### src/rtl/bp_me_wormhole_to_stream_pkg.sv
// Shared types and constant helpers for the wormhole-to-stream receive path.
// Latency: n/a (types and functions only).
// Backpressure: n/a.
package bp_me_wormhole_to_stream_pkg;

    typedef enum logic [1:0] {
        e_hdr     = 2'd0,
        e_hdr_out = 2'd1,
        e_data    = 2'd2
    } wh_state_e;

    function automatic int cdiv(input int a, input int b);
        return (a + b - 1) / b;
    endfunction

    function automatic bit is_pow2(input int x);
        return (x > 0) && ((x & (x - 1)) == 0);
    endfunction

    // A counter for a single element still needs one bit of storage.
    function automatic int clog2_min1(input int x);
        return (x > 1) ? $clog2(x) : 1;
    endfunction

endpackage

### src/rtl/bp_me_wormhole_to_stream_sipo.sv
// Serial-in/parallel-out collector: writes each accepted flit into the next header slot.
// Latency: a slot is updated on the clock edge that accepts its flit.
// Backpressure: none; the caller only pulses v_i on accepted flits.
module bp_me_wormhole_to_stream_sipo
    import bp_me_wormhole_to_stream_pkg::*;
#(
    parameter int width_p = 64,
    parameter int els_p   = 2
)
(
    input  logic                       clk_i,
    input  logic                       reset_n_i,
    input  logic                       v_i,
    input  logic [width_p-1:0]         data_i,
    output logic                       first_o,
    output logic                       last_o,
    output logic [els_p*width_p-1:0]   data_o
);

    localparam int cnt_w_lp = clog2_min1(els_p);
    localparam logic [cnt_w_lp-1:0] cnt_max_lp = cnt_w_lp'(els_p - 1);

    logic [cnt_w_lp-1:0]            cnt_r;
    logic [els_p-1:0][width_p-1:0]  slot_r;

    always_ff @(posedge clk_i or negedge reset_n_i) begin
        if (!reset_n_i) begin
            cnt_r  <= '0;
            slot_r <= '0;
        end else if (v_i) begin
            slot_r[cnt_r] <= data_i;
            cnt_r         <= last_o ? '0 : cnt_r + 1'b1;
        end
    end

    assign first_o = (cnt_r == '0);
    assign last_o  = (cnt_r == cnt_max_lp);
    assign data_o  = slot_r;

endmodule

### src/rtl/bp_me_wormhole_to_stream.sv
// Reassembles wormhole header flits and emits one BedRock header beat, then passes data beats through.
// Latency: header beat valid the cycle after the last header flit; data beats are combinational.
// Backpressure: header held until pr handshake; in data phase link ready follows pr_ready_and_i.
module bp_me_wormhole_to_stream
    import bp_me_wormhole_to_stream_pkg::*;
#(
    parameter int flit_width_p       = 64,
    parameter int cord_width_p       = 7,
    parameter int len_width_p        = 4,
    parameter int cid_width_p        = 0,
    parameter int pr_hdr_width_p     = 110,
    parameter int pr_data_width_p    = 64,
    parameter int wh_hdr_width_p     = cord_width_p + len_width_p + cid_width_p + pr_hdr_width_p,
    parameter int wh_pr_hdr_offset_p = cord_width_p + len_width_p + cid_width_p,
    parameter int wh_len_offset_p    = cord_width_p
)
(
    input  logic                        clk_i,
    input  logic                        reset_n_i,
    input  logic [flit_width_p-1:0]     link_data_i,
    input  logic                        link_v_i,
    output logic                        link_ready_and_o,
    output logic [pr_hdr_width_p-1:0]   pr_hdr_o,
    output logic [pr_data_width_p-1:0]  pr_data_o,
    output logic                        pr_v_o,
    input  logic                        pr_ready_and_i,
    output logic                        pr_last_o
);

    localparam int hdr_len_lp = cdiv(wh_hdr_width_p, flit_width_p);
    localparam int len_ext_w_lp = len_width_p + 1;
    localparam logic [len_ext_w_lp-1:0] hdr_len_c_lp = len_ext_w_lp'(hdr_len_lp);

    if (flit_width_p != pr_data_width_p) begin : g_err_width
        $error("flit_width_p must equal pr_data_width_p");
    end
    if (!is_pow2(flit_width_p) || !is_pow2(pr_data_width_p)) begin : g_err_pow2
        $error("flit and data widths must be powers of 2");
    end
    if (cord_width_p + len_width_p > flit_width_p) begin : g_err_fit
        $error("cord and len fields must fit in the first flit");
    end

    wh_state_e state_r, state_n;
    logic [len_width_p-1:0]               data_rem_r;
    logic [hdr_len_lp*flit_width_p-1:0]   hdr_r;
    logic                                 hdr_v, hdr_first, hdr_last;
    logic                                 data_hs;
    logic [len_width_p-1:0]               len;
    logic [len_ext_w_lp-1:0]              len_plus1, data_rem_ext;
    logic                                 malformed;
    logic [len_width_p-1:0]               data_rem_n;
    logic                                 hdr_unused;

    assign hdr_v   = (state_r == e_hdr) & link_v_i & link_ready_and_o;
    assign data_hs = (state_r == e_data) & link_v_i & pr_ready_and_i;

    bp_me_wormhole_to_stream_sipo #(
        .width_p (flit_width_p),
        .els_p   (hdr_len_lp)
    ) u_hdr_sipo (
        .clk_i     (clk_i),
        .reset_n_i (reset_n_i),
        .v_i       (hdr_v),
        .data_i    (link_data_i),
        .first_o   (hdr_first),
        .last_o    (hdr_last),
        .data_o    (hdr_r)
    );

    // Remaining data beats come from the total flit count minus the header flits;
    // a length too short to cover the header is treated as a header-only packet.
    assign len          = link_data_i[wh_len_offset_p +: len_width_p];
    assign len_plus1    = {1'b0, len} + 1'b1;
    assign malformed    = (len_plus1 < hdr_len_c_lp);
    assign data_rem_ext = len_plus1 - hdr_len_c_lp;
    assign data_rem_n   = malformed ? '0 : data_rem_ext[len_width_p-1:0];

    always_ff @(posedge clk_i or negedge reset_n_i) begin
        if (!reset_n_i) begin
            state_r <= e_hdr;
        end else begin
            state_r <= state_n;
        end
    end

    always_ff @(posedge clk_i or negedge reset_n_i) begin
        if (!reset_n_i) begin
            data_rem_r <= '0;
        end else if (hdr_v && hdr_first) begin
            data_rem_r <= data_rem_n;
        end else if (data_hs) begin
            data_rem_r <= data_rem_r - 1'b1;
        end
    end

    always_comb begin
        state_n = state_r;
        unique case (state_r)
            e_hdr:     if (hdr_v && hdr_last) state_n = e_hdr_out;
            e_hdr_out: if (pr_ready_and_i) state_n = (data_rem_r != '0) ? e_data : e_hdr;
            e_data:    if (data_hs && (data_rem_r == len_width_p'(1))) state_n = e_hdr;
            default:   state_n = e_hdr;
        endcase
    end

    always_comb begin
        link_ready_and_o = 1'b0;
        pr_v_o           = 1'b0;
        pr_data_o        = '0;
        pr_last_o        = 1'b0;
        unique case (state_r)
            e_hdr: begin
                link_ready_and_o = reset_n_i;
            end
            e_hdr_out: begin
                pr_v_o    = 1'b1;
                pr_last_o = (data_rem_r == '0);
            end
            e_data: begin
                pr_v_o           = link_v_i;
                link_ready_and_o = pr_ready_and_i & reset_n_i;
                pr_data_o        = link_data_i;
                pr_last_o        = (data_rem_r == len_width_p'(1));
            end
            default: ;
        endcase
    end

    assign pr_hdr_o   = hdr_r[wh_pr_hdr_offset_p +: pr_hdr_width_p];
    assign hdr_unused = ^hdr_r;

    a_len_ok: assert property (@(posedge clk_i) disable iff (!reset_n_i)
                               (hdr_v && hdr_first) |-> !malformed);

endmodule

### config.mk
export PLATFORM = sky130hd
export DESIGN_NAME = bp_me_wormhole_to_stream
export DESIGN_NICKNAME = d
export VERILOG_FILES = /design/src/rtl/bp_me_wormhole_to_stream_pkg.sv /design/src/rtl/bp_me_wormhole_to_stream_sipo.sv /design/src/rtl/bp_me_wormhole_to_stream.sv
export SDC_FILE = /design/constraint.sdc
export NUM_CORES = 1
export LEC_CHECK = 0
export ABC_AREA = 1
export BUFFER_PORTS_ARGS = -buffer_cell sky130_fd_sc_hd__clkbuf_2
export CORE_UTILIZATION = 45
export CTS_CLUSTER_DIAMETER = 80
export DETAILED_ROUTE_END_ITERATION = 12
export GPL_TIMING_DRIVEN = 1
export PLACE_DENSITY = 0.79
export SLEW_MARGIN = 20
export SYNTH_ARGS = -nofsm -noshare
export SYNTH_HDL_FRONTEND = slang
export SYNTH_SLANG_ARGS = --single-unit
export TNS_END_PERCENT = 30
### constraint.sdc
create_clock -name clk_i -period 2.3 [get_ports clk_i]
set_input_delay 0.23 -clock clk_i [delete_from_list [all_inputs] [get_ports clk_i]]
set_output_delay 0.23 -clock clk_i [all_outputs]
set_load 0.005 [all_outputs]
# Yosys cells after proc, flatten, opt, wreduce, memory -nomap -nowiden
# Cells that the tools add are included.
totals:
  mem_bits_ro: 0
  memories: 0
  ramBits: 0
  register_bits: 135
  latch_bits: 0
  input_bits: 68
classes:
  n_addsub: 4
  multipliers: 0
  muxes: 16
  bitwise: 6
  eq_ne: 6
  n_shift: 0
  n_lt_le_gt_ge: 3
  div_mod_pow: 0
  n_reduce_logical: 9
op_table:
  columns: ["op", "count"]
  rows:
  - ["128-bit bitwise mux", 1]
  - ["64-bit 2-to-1 mux", 2]
  - ["64-bit demux with 1-bit select", 1]
  - ["4-bit 2-to-1 mux", 3]
  - ["2-bit 2-to-1 mux", 4]
  - ["1-bit one-hot mux with 2 select lines", 3]
  - ["2-bit one-hot mux with 3 select lines", 1]
  - ["4-bit by 1-bit adder with 5-bit output (second input constant)", 1]
  - ["1-bit bitwise AND", 5]
  - ["5-bit by 2-bit < comparator with 1-bit output (second input constant)", 1]
  - ["4-bit by 1-bit == test with 1-bit output (second input constant)", 1]
  - ["1-bit logical AND", 4]
  - ["4-bit zero test", 1]
  - ["2-bit by 1-bit inequality test with 1-bit output (second input constant)", 2]
  - ["4-bit nonzero test", 1]
  - ["4-bit by 1-bit subtractor with 4-bit output (second input constant)", 1]
  - ["4-bit by 2-bit subtractor with 4-bit output (second input constant)", 1]
  - ["3-bit AND reduction", 1]
  - ["2-bit by 1-bit == test with 1-bit output (second input constant)", 1]
  - ["2-bit == test (second input constant)", 1]
  - ["2-bit zero test", 1]
  - ["1-bit by 2-bit < comparator with 1-bit output (second input constant)", 1]
  - ["2-bit inequality test (second input constant)", 1]
  - ["2-bit nonzero test", 1]
  - ["other kinds (4)", 4]

# Longest topological paths before layout
# Gate-level depths: netlist of run 1.
depth:
  depth_word: 6
  mapped_depth: 11
  ltp_nobuf: 10

# Cells and area by module
# A second synthesis of run 1 with hierarchy kept.
unflattened:
  hier_cells: 790
  hier_area_um2: 6302.3
modules_own_cells:
  columns: ["module", "area_each_um2", "cells_per_inst", "n_inst"]
  rows:
  - ["bp_me_wormhole_to_stream_sipo", 5094.9, 558, 1]
  - ["bp_me_wormhole_to_stream", 1207.4, 232, 1]

# Least setup slack after synthesis of run 1
# OpenSTA, ideal clock, no wires.
synth_path:
  path_kind: "flip-flop to flip-flop"
  from: "register state_r[0]"
  to: "register u_hdr_sipo.slot_r (netlist bit u_hdr_sipo.data_o[69])"
  path_slack_ps: 674
  t_arrival_ps: 1498
  stages_incl_launch_ff: 9
  required_time_ps: 2173
  cell_sequence: "dfrtp_1 > inv_1 > ha_1 > buf_2 > nor2_4 > nor2_8 > nand3_4 > buf_4 > mux2_1"
synth_between:
  elab_chain_cells: 3
  elab_cells_between_ends: 5
  classes_between: "eq/ne: 1; mux: 1; bitwise: 2; reduce/logical: 1"
synth_rtl:
  columns: ["item", "line_no", "text"]
  rows:
  - ["start, declared", "bp_me_wormhole_to_stream.sv:44", "wh_state_e state_r, state_n;"]
  - ["start signal, assigned", "bp_me_wormhole_to_stream.sv:81", "state_r <= e_hdr;"]
  - ["start signal, assigned", "bp_me_wormhole_to_stream.sv:83", "state_r <= state_n;"]
  - ["2-bit == test / 2-bit zero test (equally long branches)", "bp_me_wormhole_to_stream.sv:112, bp_me_wormhole_to_stream.sv:55", null]
  - ["1-bit one-hot mux with 2 select lines / 1-bit bitwise AND (equally long branches)", "bp_me_wormhole_to_stream.sv:112, bp_me_wormhole_to_stream.sv:55", null]
  - ["1-bit bitwise AND (*)", "bp_me_wormhole_to_stream.sv:55", "assign hdr_v = (state_r == e_hdr) & link_v_i & link_ready_and_o;"]
  - ["end signal, assigned by index", "bp_me_wormhole_to_stream_sipo.sv:31", "slot_r[cnt_r] <= data_i;"]
  - ["end, declared", "bp_me_wormhole_to_stream_sipo.sv:24", "logic [els_p-1:0][width_p-1:0] slot_r;"]
# Mark *: on every way between the ends. The rest lies on a longest branch, timed or not.
# A chain may end at the register's enable or synchronous reset.

# Worst setup path after layout of run 1
layout_path:
  from: "register state_r[0]"
  to: "output port pr_last_o"
layout_between:
  elab_chain_cells: 2
  elab_cells_between_ends: 3
  classes_between: "eq/ne: 2; mux: 1"
layout_rtl:
  columns: ["item", "line_no", "text"]
  rows:
  - ["2-bit == test / 2-bit by 1-bit == test with 1-bit output (equally long branches)", "bp_me_wormhole_to_stream.sv:112", "unique case (state_r)"]
  - ["1-bit one-hot mux with 2 select lines (*)", "bp_me_wormhole_to_stream.sv:112", null]
  - ["end, declared", "bp_me_wormhole_to_stream.sv:27", "output logic pr_last_o"]
# Marked as above.

==> results.txt, run 1 <==
----------------------------------------------------
[Outcome]
  Status ... complete, no violations

[Route]
  Detailed-route vias per instance ... 4.57
  Pre-Repair DR Iteration Count ... 4
  Number of DRC markers in iteration 0 ... 265
  Wire per inst ... 12.2 um
  Via count ... 4683
  Number of remaining DRC errors ... 0
  Routed wire length ... 12500 um
  Number of antenna-violating nets in the routed design ... 0

[Placed design]
  Cell total after placement ... 993
  Number of buffer cells added on primary ports ... 244
  Total half-perimeter wirelength after legalization and detailed placement ... 9010 um
  Gpl congestion ... 0.790

[STA]
  Count of pins over their slew limit ... 0
  Sum of negative setup slack ... 0 ns
  Transition time of the tightest slew-check pin ... 0.614 ns
  Min Clock Period, post-route ... 2.14 ns
  Clock tree skew after final layout ... 0.00892 ns
  Final-report hold violation count ... 0
  Total of endpoints with negative setup slack in the final report ... 0
  Relative slew slack ... 59.1%
  Unrepaired setup endpoints after global routing ... no
  Tcrit/Tclk final ... 93.1%
  Fmax ... 0.467 GHz

[Clock tree]
  Number of buffers inserted by post-CTS setup repair ... 0
  Clock transition time at the flip-flop clock pins of the worst setup and hold paths ... 0.06 ns
  TritonCTS sink count ... 117
  Maximum clock insertion buffer count ... 2
  Hold_buf cts ... 1
  CTS H-Tree Depth ... 4
  Number of clock buffers inserted by TritonCTS ... 17
  Source-to-sink clock delay at the later pin of the worst-skew pair ... 0.40 ns
  Clock root buffer ... sky130_fd_sc_hd__clkbuf_16
  CTS tree ... built
  CTS resizes ... 0

[Cells and area]
  Number of nets at the end of the flow ... 947
  Diode count ... 0
  Layout Area Growth over Synthesis ... 36.5%
  Fraction of final layout cells with drive strength greater than 1 ... 33.2%
  Final core utilization ... 62.8%
  Number of fill cells ... 997
  Final instance count without filler cells ... 1025

[Floorplan]
  Number of placed I/O pins ... 245
  DIE WIDTH ... 110 um
  Area of the die ... 0.0121 mm2
  Number of core rows ... 39
  Vert. Die Dim ... 110 um
  Area of the placeable core ... 0.0114 mm2
  Effective utilization at floorplan ... 46.0%

[Critical path]
  Sort of element at the end of the critical path ... primary output
  Critical Path AT ... 1.91 ns
  Class of the most critical setup path ... reg2out
  Slack of the worst reg-to-reg path ... 0.35 ns
  Required @ worst endpoint ... 2.07 ns
  Maximum net fanout on the critical path ... 35
  Element type at the critical path start ... flip-flop

[Logic synthesis]
  Summed instance area of the synthesized netlist ... 0.00525 mm2
  Top cells by area in the synthesized netlist ... sky130_fd_sc_hd__dfrtp_1, sky130_fd_sc_hd__nand2_1, sky130_fd_sc_hd__inv_1, sky130_fd_sc_hd__o21ai_1, sky130_fd_sc_hd__o21ai_0
  Warnings, synthesis ... 0
  Proportion of synthesized flip-flops having asynchronous set or reset ... 100%
  Syn Inst Count ... 626
  Top cell types by occurrence after synthesis ... sky130_fd_sc_hd__nand2_1, sky130_fd_sc_hd__inv_1, sky130_fd_sc_hd__dfrtp_1
  Post-synthesis sequential element count ... 117
  Distinct cells, synth ... 24
  Syn avg cell area ... 8.39 um2
  Sequential element share of the synthesized area ... 55.8%
  EDFF count, synth ... 0
  Library cell with the highest instance count after synthesis ... sky130_fd_sc_hd__nand2_1
  Largest area contributor in the synthesized netlist ... sky130_fd_sc_hd__dfrtp_1
  Most common flop cell mapped by yosys ... sky130_fd_sc_hd__dfrtp_1
  Net count after synthesis ... 703
  Top cell type's share of synthesized area ... 55.8%

[Global route]
  Overall overflow remaining after global route ... 0
  Number of antenna violations at the first check in global routing ... 0
  Global-route wire length before repair ... 19200 um
  Number of global-route vias before repair ... 4052
  Maximum number of pins on one net before global-route repair ... 119
  Met2 usage ... 34.4%
  Met3 Use GR ... 5.58%
  GR peak layer ... met2
  Global router's overall resource usage ... 20.8%
  M1 GR Usage ... 26.2%

[Power and ir drop]
  Cell Int Power ... 5.99 mW
  Worst voltage drop across the vdd grid ... 0.610 mV
  Net switching power of the design ... 3.18 mW
  Clock network power share ... 26.4%
  Areal power density over the cells ... 1280 mW/mm2
  Leak ... 4.53 nW
  Switching share of power ... 34.7%
  Sequential group share of total power ... 39.0%
  Portion of total power attributed to combinational logic ... 34.6%

[Run]
  Number of maximum-capacitance constraint violations ... 0

[Worst hold path]
  Classification of the worst-slack hold path ... in2reg

----------------------------------------------------
cells in the final DEF (no fill, tap or decap):
master / instances
sky130_fd_sc_hd__a21oi_1: 6
sky130_fd_sc_hd__a21oi_4: 1
sky130_fd_sc_hd__clkbuf_2: 243
sky130_fd_sc_hd__ha_2: 1
sky130_fd_sc_hd__clkbuf_16: 17
sky130_fd_sc_hd__nand3_1: 9
sky130_fd_sc_hd__o21ai_0: 45
sky130_fd_sc_hd__clkinv_2: 5
sky130_fd_sc_hd__nand2_1: 201
sky130_fd_sc_hd__buf_12: 2
sky130_fd_sc_hd__ha_1: 8
sky130_fd_sc_hd__xnor2_1: 1
sky130_fd_sc_hd__nand3_4: 2
sky130_fd_sc_hd__nor2_8: 1
sky130_fd_sc_hd__nand4_1: 4
sky130_fd_sc_hd__inv_2: 1
sky130_fd_sc_hd__mux2_1: 9
sky130_fd_sc_hd__nor2_4: 1
sky130_fd_sc_hd__inv_6: 1
sky130_fd_sc_hd__a31o_2: 1
sky130_fd_sc_hd__clkinvlp_4: 5
sky130_fd_sc_hd__nor2_1: 4
sky130_fd_sc_hd__buf_4: 9
sky130_fd_sc_hd__clkbuf_8: 1
sky130_fd_sc_hd__xor2_1: 1
sky130_fd_sc_hd__inv_1: 127
sky130_fd_sc_hd__bufinv_16: 1
sky130_fd_sc_hd__clkinv_4: 1
sky130_fd_sc_hd__dlygate4sd3_1: 1
sky130_fd_sc_hd__o21ai_1: 56
sky130_fd_sc_hd__dfrtp_1: 117
worst max-delay path, cell delays in order, from the launching register on:
cell,delay (ns)
sky130_fd_sc_hd__dfrtp_1,0.39
sky130_fd_sc_hd__inv_1,0.12
sky130_fd_sc_hd__ha_2,0.23
sky130_fd_sc_hd__buf_4,0.35
sky130_fd_sc_hd__nand4_1,0.14
sky130_fd_sc_hd__a21oi_1,0.15
sky130_fd_sc_hd__clkbuf_2,0.14
state kept, by name, indices dropped and copies added (netlist names):
register	flops
state_r	2
data_rem_r	4
u_hdr_sipo.last_o	1
u_hdr_sipo.data_o	110
metrics by stage:
step                      setup slack [ns]  cell area, um2  power, mW  hold slack, ns
after floorplan                      0.674            5250       5.16         -0.0656
after global placement               0.409            6610       6.68           0.401
after detailed placement             0.350            6610       6.81           0.402
after CTS                            0.143            7170       9.27          0.0284
after global routing                0.0285            7170       9.92          0.0391
final                                0.159            7170       9.17          0.0461
routing by layer:
metal	part of all wire, %	vias to the layer above
met3	5.7	12
met4	1.2	0
li1	-	2390
met2	48	167
met1	45	2114
met5	0	-
path summary, 6_finish.rpt:
check / startpoint / to / depth (start not counted)
max in group asynchronous: reset_n_i / u_hdr_sipo.data_o[27] / 3
min in group asynchronous: reset_n_i / u_hdr_sipo.data_o[74] / 3
hold / removal: link_data_i[61] / u_hdr_sipo.data_o[61] / 3
setup / recovery: state_r[0] / pr_last_o / 6
hold reg to reg: u_hdr_sipo.data_o[60] / u_hdr_sipo.data_o[60] / 2
setup reg to reg: state_r[1] / state_r[1] / 10
cells by family after synthesis:
logic type,after synthesis,share of synthesized area [%]
multiplexers,9,1.93
XOR/XNOR,2,0.334
flip-flops,117,55.8
buffers and inverters,158,11.9
AND/OR/NAND/NOR,222,17.3
AO/OA/AOI/OAI,109,10.7
adder cells (fa/ha/maj),9,2.14
final cells by class:
class	instances	area [um2]	share of cell area [%]
timing repair buffer	255	1330	18.6
clock inverter	13	110	1.54
tap	143	179	2.50
inverter	128	480	6.70
sequential	117	2930	40.8
multi-input combinational	351	1700	23.7
clock buffer	18	439	6.12
power groups by stage:
stage          logic, mW  clock network [mW]  registers (mW)
2_1_floorplan       1.54                   0            3.62
5_1_grt             3.66                2.57            3.69
3_3_place_gp        3.12                   0            3.56
6_report            3.17                2.42            3.58
4_1_cts             3.22                2.47            3.58
3_5_place_dp        3.20                   0            3.60
No activity file was read; power rests on OpenSTA's default activity.
==> run 2, diff against run 1 <==
ABC_AREA = 0   (was 1)
==> run 2 against run 1 <==
  * Clock power is 9.9% higher
  * Hold slack worse by 0.051 ns
  * First-iteration DRC count is 29% lower
  * Count of clock-buffer cells in the layout is 1 lower
  * Die area is 2.0% lower
  * Non-clock buffer count is 1 lower
  * The run now ends with negative hold slack left
  * Via count is 6.1% lower
  * Setup slack better by 0.088 ns
  * Maximum frequency is 4.3% higher
  * Register-to-register slack worse by 0.04 ns
  * Global-route usage is 2.1 points higher
==> results.txt, run 2 <==
----------------------------------------------------
[Cells and area]
  Fraction of final layout cells with drive strength greater than 1 ... 46.6% (+13 points)
  Flip-flop count of the largest register, all copies and words added ... 110 (unchanged)
  Number of fill cells ... 870 (-13%)
  Most used cells in the layout excluding fill and tap cells ... sky130_fd_sc_hd__clkbuf_2, sky130_fd_sc_hd__nand2_1, sky130_fd_sc_hd__dfrtp_1, sky130_fd_sc_hd__and2_1, sky130_fd_sc_hd__mux2_2
  Most common cell after layout, fill and taps aside ... sky130_fd_sc_hd__clkbuf_2
  Footprint of the multi-input gates ... 0.00208 mm2 (+22%)
  Number of nets at the end of the flow ... 813 (-14%)
  Flip-flop and latch area ... 0.00293 mm2 (unchanged)
  Layout Area Growth over Synthesis ... 38.5%
  Final instance count without filler cells ... 889 (-13%)
  Diode count ... 0 (unchanged)

[Global route]
  Global-route wire length before repair ... 20500 um (+6.8%)
  Overall overflow remaining after global route ... 0 (unchanged)
  Maximum number of pins on one net before global-route repair ... 62 (-48%)
  Global router's overall resource usage ... 22.9% (+2.1 points)
  Number of global-route vias before repair ... 4303 (+6.2%)
  Number of antenna violations at the first check in global routing ... 0 (unchanged)

[STA]
  Relative slew slack ... 49.1% (-9.9 points)
  Count of pins over their slew limit ... 0 (unchanged)
  Final-report hold violation count ... 5 (+5)
  Total of endpoints with negative setup slack in the final report ... 0 (unchanged)
  Final worst-path setup slack ... 0.247 ns (+0.0883 ns)
  Unrepaired setup endpoints after global routing ... no
  Transition time of the tightest slew-check pin ... 0.763 ns (+0.149 ns)
  Clock tree skew after final layout ... 0.00639 ns (-0.00253 ns)
  Fmax ... 0.487 GHz (+4.3%)
  Min Clock Period, post-route ... 2.05 ns (-0.0883 ns)
  Sum of negative setup slack ... 0 ns (unchanged)
  Tcrit/Tclk final ... 89.3% (-3.8 points)
  Worst hold margin ... -0.00529 ns (-0.0514 ns)

[Clock tree]
  Maximum clock insertion buffer count ... 2 (unchanged)
  Clock root buffer ... sky130_fd_sc_hd__clkbuf_16
  CTS resizes ... 0 (unchanged)
  Hold_buf cts ... 0 (-1)
  Source-to-sink clock delay at the later pin of the worst-skew pair ... 0.41 ns (about the same)
  CTS H-Tree Depth ... 4 (unchanged)
  Number of buffers inserted by post-CTS setup repair ... 0 (unchanged)
  Number of clock buffers inserted by TritonCTS ... 17 (unchanged)
  TritonCTS sink count ... 117 (unchanged)
  Clock transition time at the flip-flop clock pins of the worst setup and hold paths ... 0.06 ns (about the same)
  CTS tree ... built

[Route]
  Number of DRC markers in iteration 0 ... 189 (-29%)
  Routed wire length ... 13200 um (+5.5%)
  Number of remaining DRC errors ... 0 (unchanged)
  Via count ... 4399 (-6.1%)
  Wire per inst ... 14.9 um (+22%)
  Number of antenna-violating nets in the routed design ... 0 (unchanged)
  Pre-Repair DR Iteration Count ... 4 (unchanged)
  Detailed-route vias per instance ... 4.95 (+8.3%)

[Logic synthesis]
  Syn avg cell area ... 10.5 um2 (+25%)
  Largest area contributor in the synthesized netlist ... sky130_fd_sc_hd__dfrtp_1
  Mux contribution to synthesized area ... 12.9% (+11 points)
  Post-synthesis sequential element count ... 117 (unchanged)
  Proportion of synthesized flip-flops having asynchronous set or reset ... 100% (unchanged)
  Net count after synthesis ... 566 (-19%)
  Top cell types by occurrence after synthesis ... sky130_fd_sc_hd__nand2_1, sky130_fd_sc_hd__dfrtp_1, sky130_fd_sc_hd__and2_1
  Sequential element share of the synthesized area ... 56.9% (+1.2 points)
  Synthesized-area fraction occupied by xor and xnor cells ... 0.681% (+0.35 points)
  Summed instance area of the synthesized netlist ... 0.00514 mm2 (-2.0%)
  Simple-gate share of the synthesized area ... 22.3% (+5.0 points)
  Synthesized-area fraction occupied by adder cells ... 2.19% (+0.044 points)
  Main combinational cell family by area after synthesis ... simple AND/OR/NAND/NOR gates
  Top cells by area in the synthesized netlist ... sky130_fd_sc_hd__dfrtp_1, sky130_fd_sc_hd__mux2_2, sky130_fd_sc_hd__nand2_1, sky130_fd_sc_hd__and2_1, sky130_fd_sc_hd__ha_1
  Compound-cell area share of the yosys netlist ... 2.04% (-8.6 points)
  EDFF count, synth ... 0 (unchanged)
  Distinct cells, synth ... 34 (+42%)
  Most common flop cell mapped by yosys ... sky130_fd_sc_hd__dfrtp_1
  Warnings, synthesis ... 0 (unchanged)
  Library cell with the highest instance count after synthesis ... sky130_fd_sc_hd__nand2_1
  Top cell type's share of synthesized area ... 56.9% (+1.2 points)
  Syn Inst Count ... 489 (-22%)

[Power and ir drop]
  Power Total ... 9.32 mW (+1.6%)
  Portion of total power attributed to combinational logic ... 32.6% (-2.0 points)
  Switching share of power ... 32.2% (-2.5 points)
  Clock network power share ... 28.6% (+2.2 points)
  Worst voltage drop across the vdd grid ... 0.765 mV (+25%)
  Areal power density over the cells ... 1310 mW/mm2 (+2.2%)
  Sequential group share of total power ... 38.8% (-0.2 points)
  Cell Int Power ... 6.32 mW (+5.5%)
  Leak ... 3.89 nW (-14%)
  Net switching power of the design ... 3.00 mW (-5.8%)

[Critical path]
  Sort of element at the end of the critical path ... primary output
  Critical Path AT ... 1.82 ns (-0.09 ns)
  Maximum net fanout on the critical path ... 40 (+14%)
  Element type at the critical path start ... flip-flop
  Required @ worst endpoint ... 2.07 ns (about the same)
  Class of the most critical setup path ... reg2out

[Floorplan]
  Number of core rows ... 38 (-2.6%)
  Number of placed I/O pins ... 245 (unchanged)
  DIE WIDTH ... 109 um (-1.0%)
  Vert. Die Dim ... 109 um (-1.0%)
  Area of the die ... 0.0119 mm2 (-2.0%)
  Effective utilization at floorplan ... 46.8% (+0.85 points)
  Area of the placeable core ... 0.0110 mm2 (-3.8%)

[Placed design]
  Total half-perimeter wirelength after legalization and detailed placement ... 9800 um (+8.7%)
  Setup WS pre-CTS ... 0.316 ns (-0.0335 ns)
  Number of buffer cells added on primary ports ... 244 (unchanged)
  Cell total after placement ... 857 (-14%)
  Gpl congestion ... 0.759 (-3.9%)

[Outcome]
  Violations in the final reports ... negative hold slack
  Status ... complete, but fails checks

[Worst hold path]
  Classification of the worst-slack hold path ... in2async

[Run]
  Number of maximum-capacitance constraint violations ... 0 (unchanged)

----------------------------------------------------
run 2: changes by cell type in the layout (fill, tap and decap cells not counted), moves of 3 or more:
cell	delta
sky130_fd_sc_hd__and2_1	+64
sky130_fd_sc_hd__nand2_1	-34
sky130_fd_sc_hd__clkinv_2	-3
sky130_fd_sc_hd__xnor2_1	+3
sky130_fd_sc_hd__inv_1	-120
sky130_fd_sc_hd__o21ai_0	-42
sky130_fd_sc_hd__o21ai_1	-56
sky130_fd_sc_hd__clkinv_4	+3
sky130_fd_sc_hd__mux2_1	-9
sky130_fd_sc_hd__mux2_2	+57
sky130_fd_sc_hd__nand3_1	-6
run 2: power by group through the flow:
stage / clock (mW) / sequential [mW] / combinational [mW]
floorplan: 0 / 3.64 / 1.43
global placement: 0 / 3.59 / 2.96
detailed placement: 0 / 3.63 / 3.07
CTS: 2.73 / 3.62 / 3.07
global route: 2.81 / 3.74 / 3.39
finish: 2.66 / 3.62 / 3.03
run 2: area by class of cell:
cell class	instances	share of cell area (%)
Clock inverter	15	2.55
Tap cell	140	2.46
Inverter	7	0.369
Sequential cell	117	41.1
Multi-Input combinational cell	339	29.1
Timing Repair Buffer	254	18.4
Clock buffer	17	5.97
run 2: cell families (layout without fill, tap and decap cells):
logic type | count (synthesis) | in the layout
and+or+nand+nor | 251 | 251
xor gates and xnor gates | 4 | 4
DFF | 117 | 117
buffers and inverters | 33 | 293
adders and majority gates | 9 | 9
AOI/OAI and AO/OA | 16 | 16
muxes | 59 | 59
run 2: worst paths after layout:
check	from	endpoint	slack [ns]	cells past startpoint
max	state_r[0]	link_ready_and_o	0.25	6
min	reset_n_i	state_r[1]	-0.005	2
max reg2reg	state_r[0]	u_hdr_sipo.data_o[37]	0.31	7
min reg2reg	u_hdr_sipo.data_o[53]	u_hdr_sipo.data_o[53]	0.47	2
max in group asynchronous	reset_n_i	u_hdr_sipo.data_o[74]	1.76	2
min in group clk_i	link_data_i[59]	u_hdr_sipo.data_o[59]	0.04	3
run 2: per-stage QoR:
| stage | cell area [um2] | util, % |
|---|---|---|
| 2_1_floorplan | 5140 | - |
| 3_3_place_gp | 6520 | 59.3 |
| 3_5_place_dp | 6520 | 59.3 |
| 4_1_cts | 7120 | 64.9 |
| 5_1_grt | 7130 | 64.9 |
| 6_report | 7130 | 64.9 |
run 2: layer usage:
| layer | up-vias | track usage [%] | part of all wire (%) |
|---|---|---|---|
| met4 | 0 | 8.40 | 1.2 |
| met3 | 17 | 7.11 | 8.0 |
| li1 | 2075 | - | - |
| met5 | - | 0 | 0 |
| met2 | 198 | 40.9 | 51 |
| met1 | 2109 | 25.4 | 40 |
run 2: worst max-delay path, stage by stage, from the launching register on:
cell and delay (ns):
sky130_fd_sc_hd__dfrtp_1 0.40, sky130_fd_sc_hd__inv_1 0.12, sky130_fd_sc_hd__ha_2 0.22, sky130_fd_sc_hd__buf_6 0.24, sky130_fd_sc_hd__o21ai_0 0.12, sky130_fd_sc_hd__a21boi_0 0.17
sky130_fd_sc_hd__clkbuf_2 0.14
==> run 3, diff against run 2 <==
CORE_UTILIZATION = 47   (was 45)
PLACE_DENSITY = 0.89   (was 0.79)
==> run 3 against run 2 <==
  * The run now ends clean
  * Total power is 1.2% higher
  * Non-clock buffer count is 60 higher
  * Register-to-register slack hardly changed
  * Setup slack worse by 0.055 ns
  * Final cell count is 6.2% higher
  * Hold slack better by 0.038 ns
  * Clock skew is 0.0036 ns higher
  * Design area is 8.0% higher
  * Sequential power is 1% higher
  * Wire length is 21% higher
  * Die area is 4.2% lower
  * Sequential share of layout area is 3.1 points lower
  * Critical path type unchanged
==> results.txt, run 3 (same netlist as run 2, synthesis figures left out) <==
----------------------------------------------------
[STA]
  Total of endpoints with negative setup slack in the final report ... 0 (unchanged)
  Relative slew slack ... 51.9% (+2.8 points)
  Count of pins over their slew limit ... 0 (unchanged)
  Unrepaired setup endpoints after global routing ... no
  Worst hold margin ... 0.0327 ns (+0.0380 ns)
  Min Clock Period, post-route ... 2.11 ns (+0.0549 ns)
  Sum of negative setup slack ... 0 ns (unchanged)
  Tcrit/Tclk final ... 91.7% (+2.4 points)
  Transition time of the tightest slew-check pin ... 0.721 ns (-0.0414 ns)
  Final worst-path setup slack ... 0.192 ns (-0.0549 ns)
  Final-report hold violation count ... 0 (-5)
  Clock tree skew after final layout ... 0.0100 ns (+0.00361 ns)
  Fmax ... 0.474 GHz (-2.6%)

[Cells and area]
  Footprint of the multi-input gates ... 0.00208 mm2 (unchanged)
  Flip-flop count of the largest register, all copies and words added ... 110 (unchanged)
  Number of nets at the end of the flow ... 873 (+7.4%)
  Most common cell after layout, fill and taps aside ... sky130_fd_sc_hd__clkbuf_2
  Diode count ... 0 (unchanged)
  Most used cells in the layout excluding fill and tap cells ... sky130_fd_sc_hd__clkbuf_2, sky130_fd_sc_hd__nand2_1, sky130_fd_sc_hd__dfrtp_1, sky130_fd_sc_hd__and2_1, sky130_fd_sc_hd__dlygate4sd3_1
  Final instance count without filler cells ... 944 (+6.2%)
  Number of fill cells ... 677 (-22%)
  Flip-flop and latch area ... 0.00293 mm2 (unchanged)
  Final core utilization ... 73.6% (+8.7 points)
  Layout Area Growth over Synthesis ... 49.7%
  Fraction of final layout cells with drive strength greater than 1 ... 42.8% (-3.8 points)

[Floorplan]
  Effective utilization at floorplan ... 49.2% (+2.3 points)
  Number of placed I/O pins ... 245 (unchanged)
  Area of the die ... 0.0114 mm2 (-4.2%)
  Number of core rows ... 37 (-2.6%)
  Vert. Die Dim ... 107 um (-2.1%)
  Area of the placeable core ... 0.0105 mm2 (-4.7%)
  DIE WIDTH ... 107 um (-2.1%)

[Global route]
  Global-route wire length before repair ... 24800 um (+21%)
  Global router's overall resource usage ... 28.6% (+5.7 points)
  Number of global-route vias before repair ... 5141 (+19%)
  Maximum number of pins on one net before global-route repair ... 80 (+29%)
  Overall overflow remaining after global route ... 0 (unchanged)
  Number of antenna violations at the first check in global routing ... 0 (unchanged)

[Critical path]
  Critical Path AT ... 1.88 ns (+0.06 ns)
  Maximum net fanout on the critical path ... 41 (+2.5%)
  Class of the most critical setup path ... reg2out
  Required @ worst endpoint ... 2.07 ns (about the same)
  Cells traversed along the worst timing path ... inv_1, ha_2, buf_6, nand2_1, a21boi_0, clkbuf_2
  Dominant delay contributor by cell family on the critical path ... buffers and inverters
  Max stage delay cell, worst path ... sky130_fd_sc_hd__dfrtp_1
  Sort of element at the end of the critical path ... primary output
  Beginning of the critical path ... state_r[0]
  Worst path buffer plus inverter count ... 3 (unchanged)
  Element type at the critical path start ... flip-flop
  Startpoint of the worst-slack reg-to-reg timing path ... state_r[0]
  Crit path largest cell delay ... 0.39 ns (about the same)

[Route]
  Number of antenna-violating nets in the routed design ... 0 (unchanged)
  Via count ... 4856 (+10%)
  Pre-Repair DR Iteration Count ... 5 (+1)
  Number of DRC markers in iteration 0 ... 377 (+99%)
  Number of remaining DRC errors ... 0 (unchanged)
  Detailed-route vias per instance ... 5.14 (+4.0%)
  Wire per inst ... 17.0 um (+14%)
  Routed wire length ... 16000 um (+21%)

[Clock tree]
  Clock transition time at the flip-flop clock pins of the worst setup and hold paths ... 0.06 ns (about the same)
  Maximum clock insertion buffer count ... 2 (unchanged)
  CTS tree ... built
  TritonCTS sink count ... 117 (unchanged)
  Number of clock buffers inserted by TritonCTS ... 17 (unchanged)
  Source-to-sink clock delay at the later pin of the worst-skew pair ... 0.50 ns (+0.09 ns)
  Clock root buffer ... sky130_fd_sc_hd__clkbuf_8
  Number of buffers inserted by post-CTS setup repair ... 0 (unchanged)
  CTS H-Tree Depth ... 4 (unchanged)

[Placed design]
  Total half-perimeter wirelength after legalization and detailed placement ... 9890 um (+0.86%)
  Setup WS pre-CTS ... 0.312 ns (-0.00438 ns)
  Cell total after placement ... 853 (-0.47%)
  Number of buffer cells added on primary ports ... 244 (unchanged)
  Gpl congestion ... 0.837 (+10%)

[Power and ir drop]
  Worst voltage drop across the vdd grid ... 0.583 mV (-24%)
  Leak ... 4.14 nW (+6.5%)
  Areal power density over the cells ... 1220 mW/mm2 (-6.4%)

[Outcome]
  Status ... complete, no violations

[Worst hold path]
  Startpoint of the tightest hold check path ... link_data_i[39]
  Classification of the worst-slack hold path ... in2reg

[Run]
  Number of maximum-capacitance constraint violations ... 0 (unchanged)

----------------------------------------------------
[run 3: routing by layer]
metal | vias to the layer above | part of all wire [%] | GRT usage (%)
met2 | 282 | 52 | 50.7
met1 | 2326 | 37 | 30.9
met5 | - | 0 | 0
li1 | 2195 | - | -
met3 | 53 | 7.0 | 6.99
met4 | 0 | 4.0 | 17.0
[run 3: final timing paths]
path	cells after the start	to	slack (ns)
worst max-delay path	6	link_ready_and_o	0.19
worst min-delay path	3	u_hdr_sipo.data_o[39]	0.03
worst max register to register	7	data_rem_r[3]	0.31
worst min register to register	2	u_hdr_sipo.data_o[27]	0.47
max in group asynchronous	3	u_hdr_sipo.data_o[17]	1.34
min in group asynchronous	3	data_rem_r[1]	0.37
[run 3: power breakdown]
part / internal (mW) / switching, mW
clock network: 1.65 / 0.883
registers: 3.05 / 0.605
logic: 1.64 / 1.60
[run 3: worst reg2reg max path: stages (launching register included)]
cell and delay (ns):
sky130_fd_sc_hd__dfrtp_1 0.39, sky130_fd_sc_hd__inv_1 0.12, sky130_fd_sc_hd__ha_1 0.25, sky130_fd_sc_hd__nor2_2 0.11, sky130_fd_sc_hd__or3_2 0.47, sky130_fd_sc_hd__buf_4 0.26
sky130_fd_sc_hd__a211oi_1 0.21, sky130_fd_sc_hd__a21oi_1 0.06
[run 3: cell type report]
type                            count  share of cell area [%]
Clock buffer                       23                    6.19
Timing Repair Buffer              314                    25.0
Inverter                            7                   0.341
Tap cell                          136                    2.21
Sequential cell                   117                    38.0
Clock inverter                      8                    1.28
Multi-Input combinational cell    339                    27.0
[run 3: through the flow]
| stage | power [mW] | cell area [um2] |
|---|---|---|
| after floorplan | 5.07 | 5140 |
| after global placement | 6.52 | 6510 |
| after detailed placement | 6.73 | 6510 |
| after CTS | 9.38 | 7690 |
| after global routing | 9.96 | 7700 |
| final | 9.42 | 7700 |
[run 3: what timing repair did]
item	CTS	global route
endpoints found under the hold margin	131	0
hold buffers	60	0
endpoints found under the setup margin	0	1
gates resized for setup	0	2
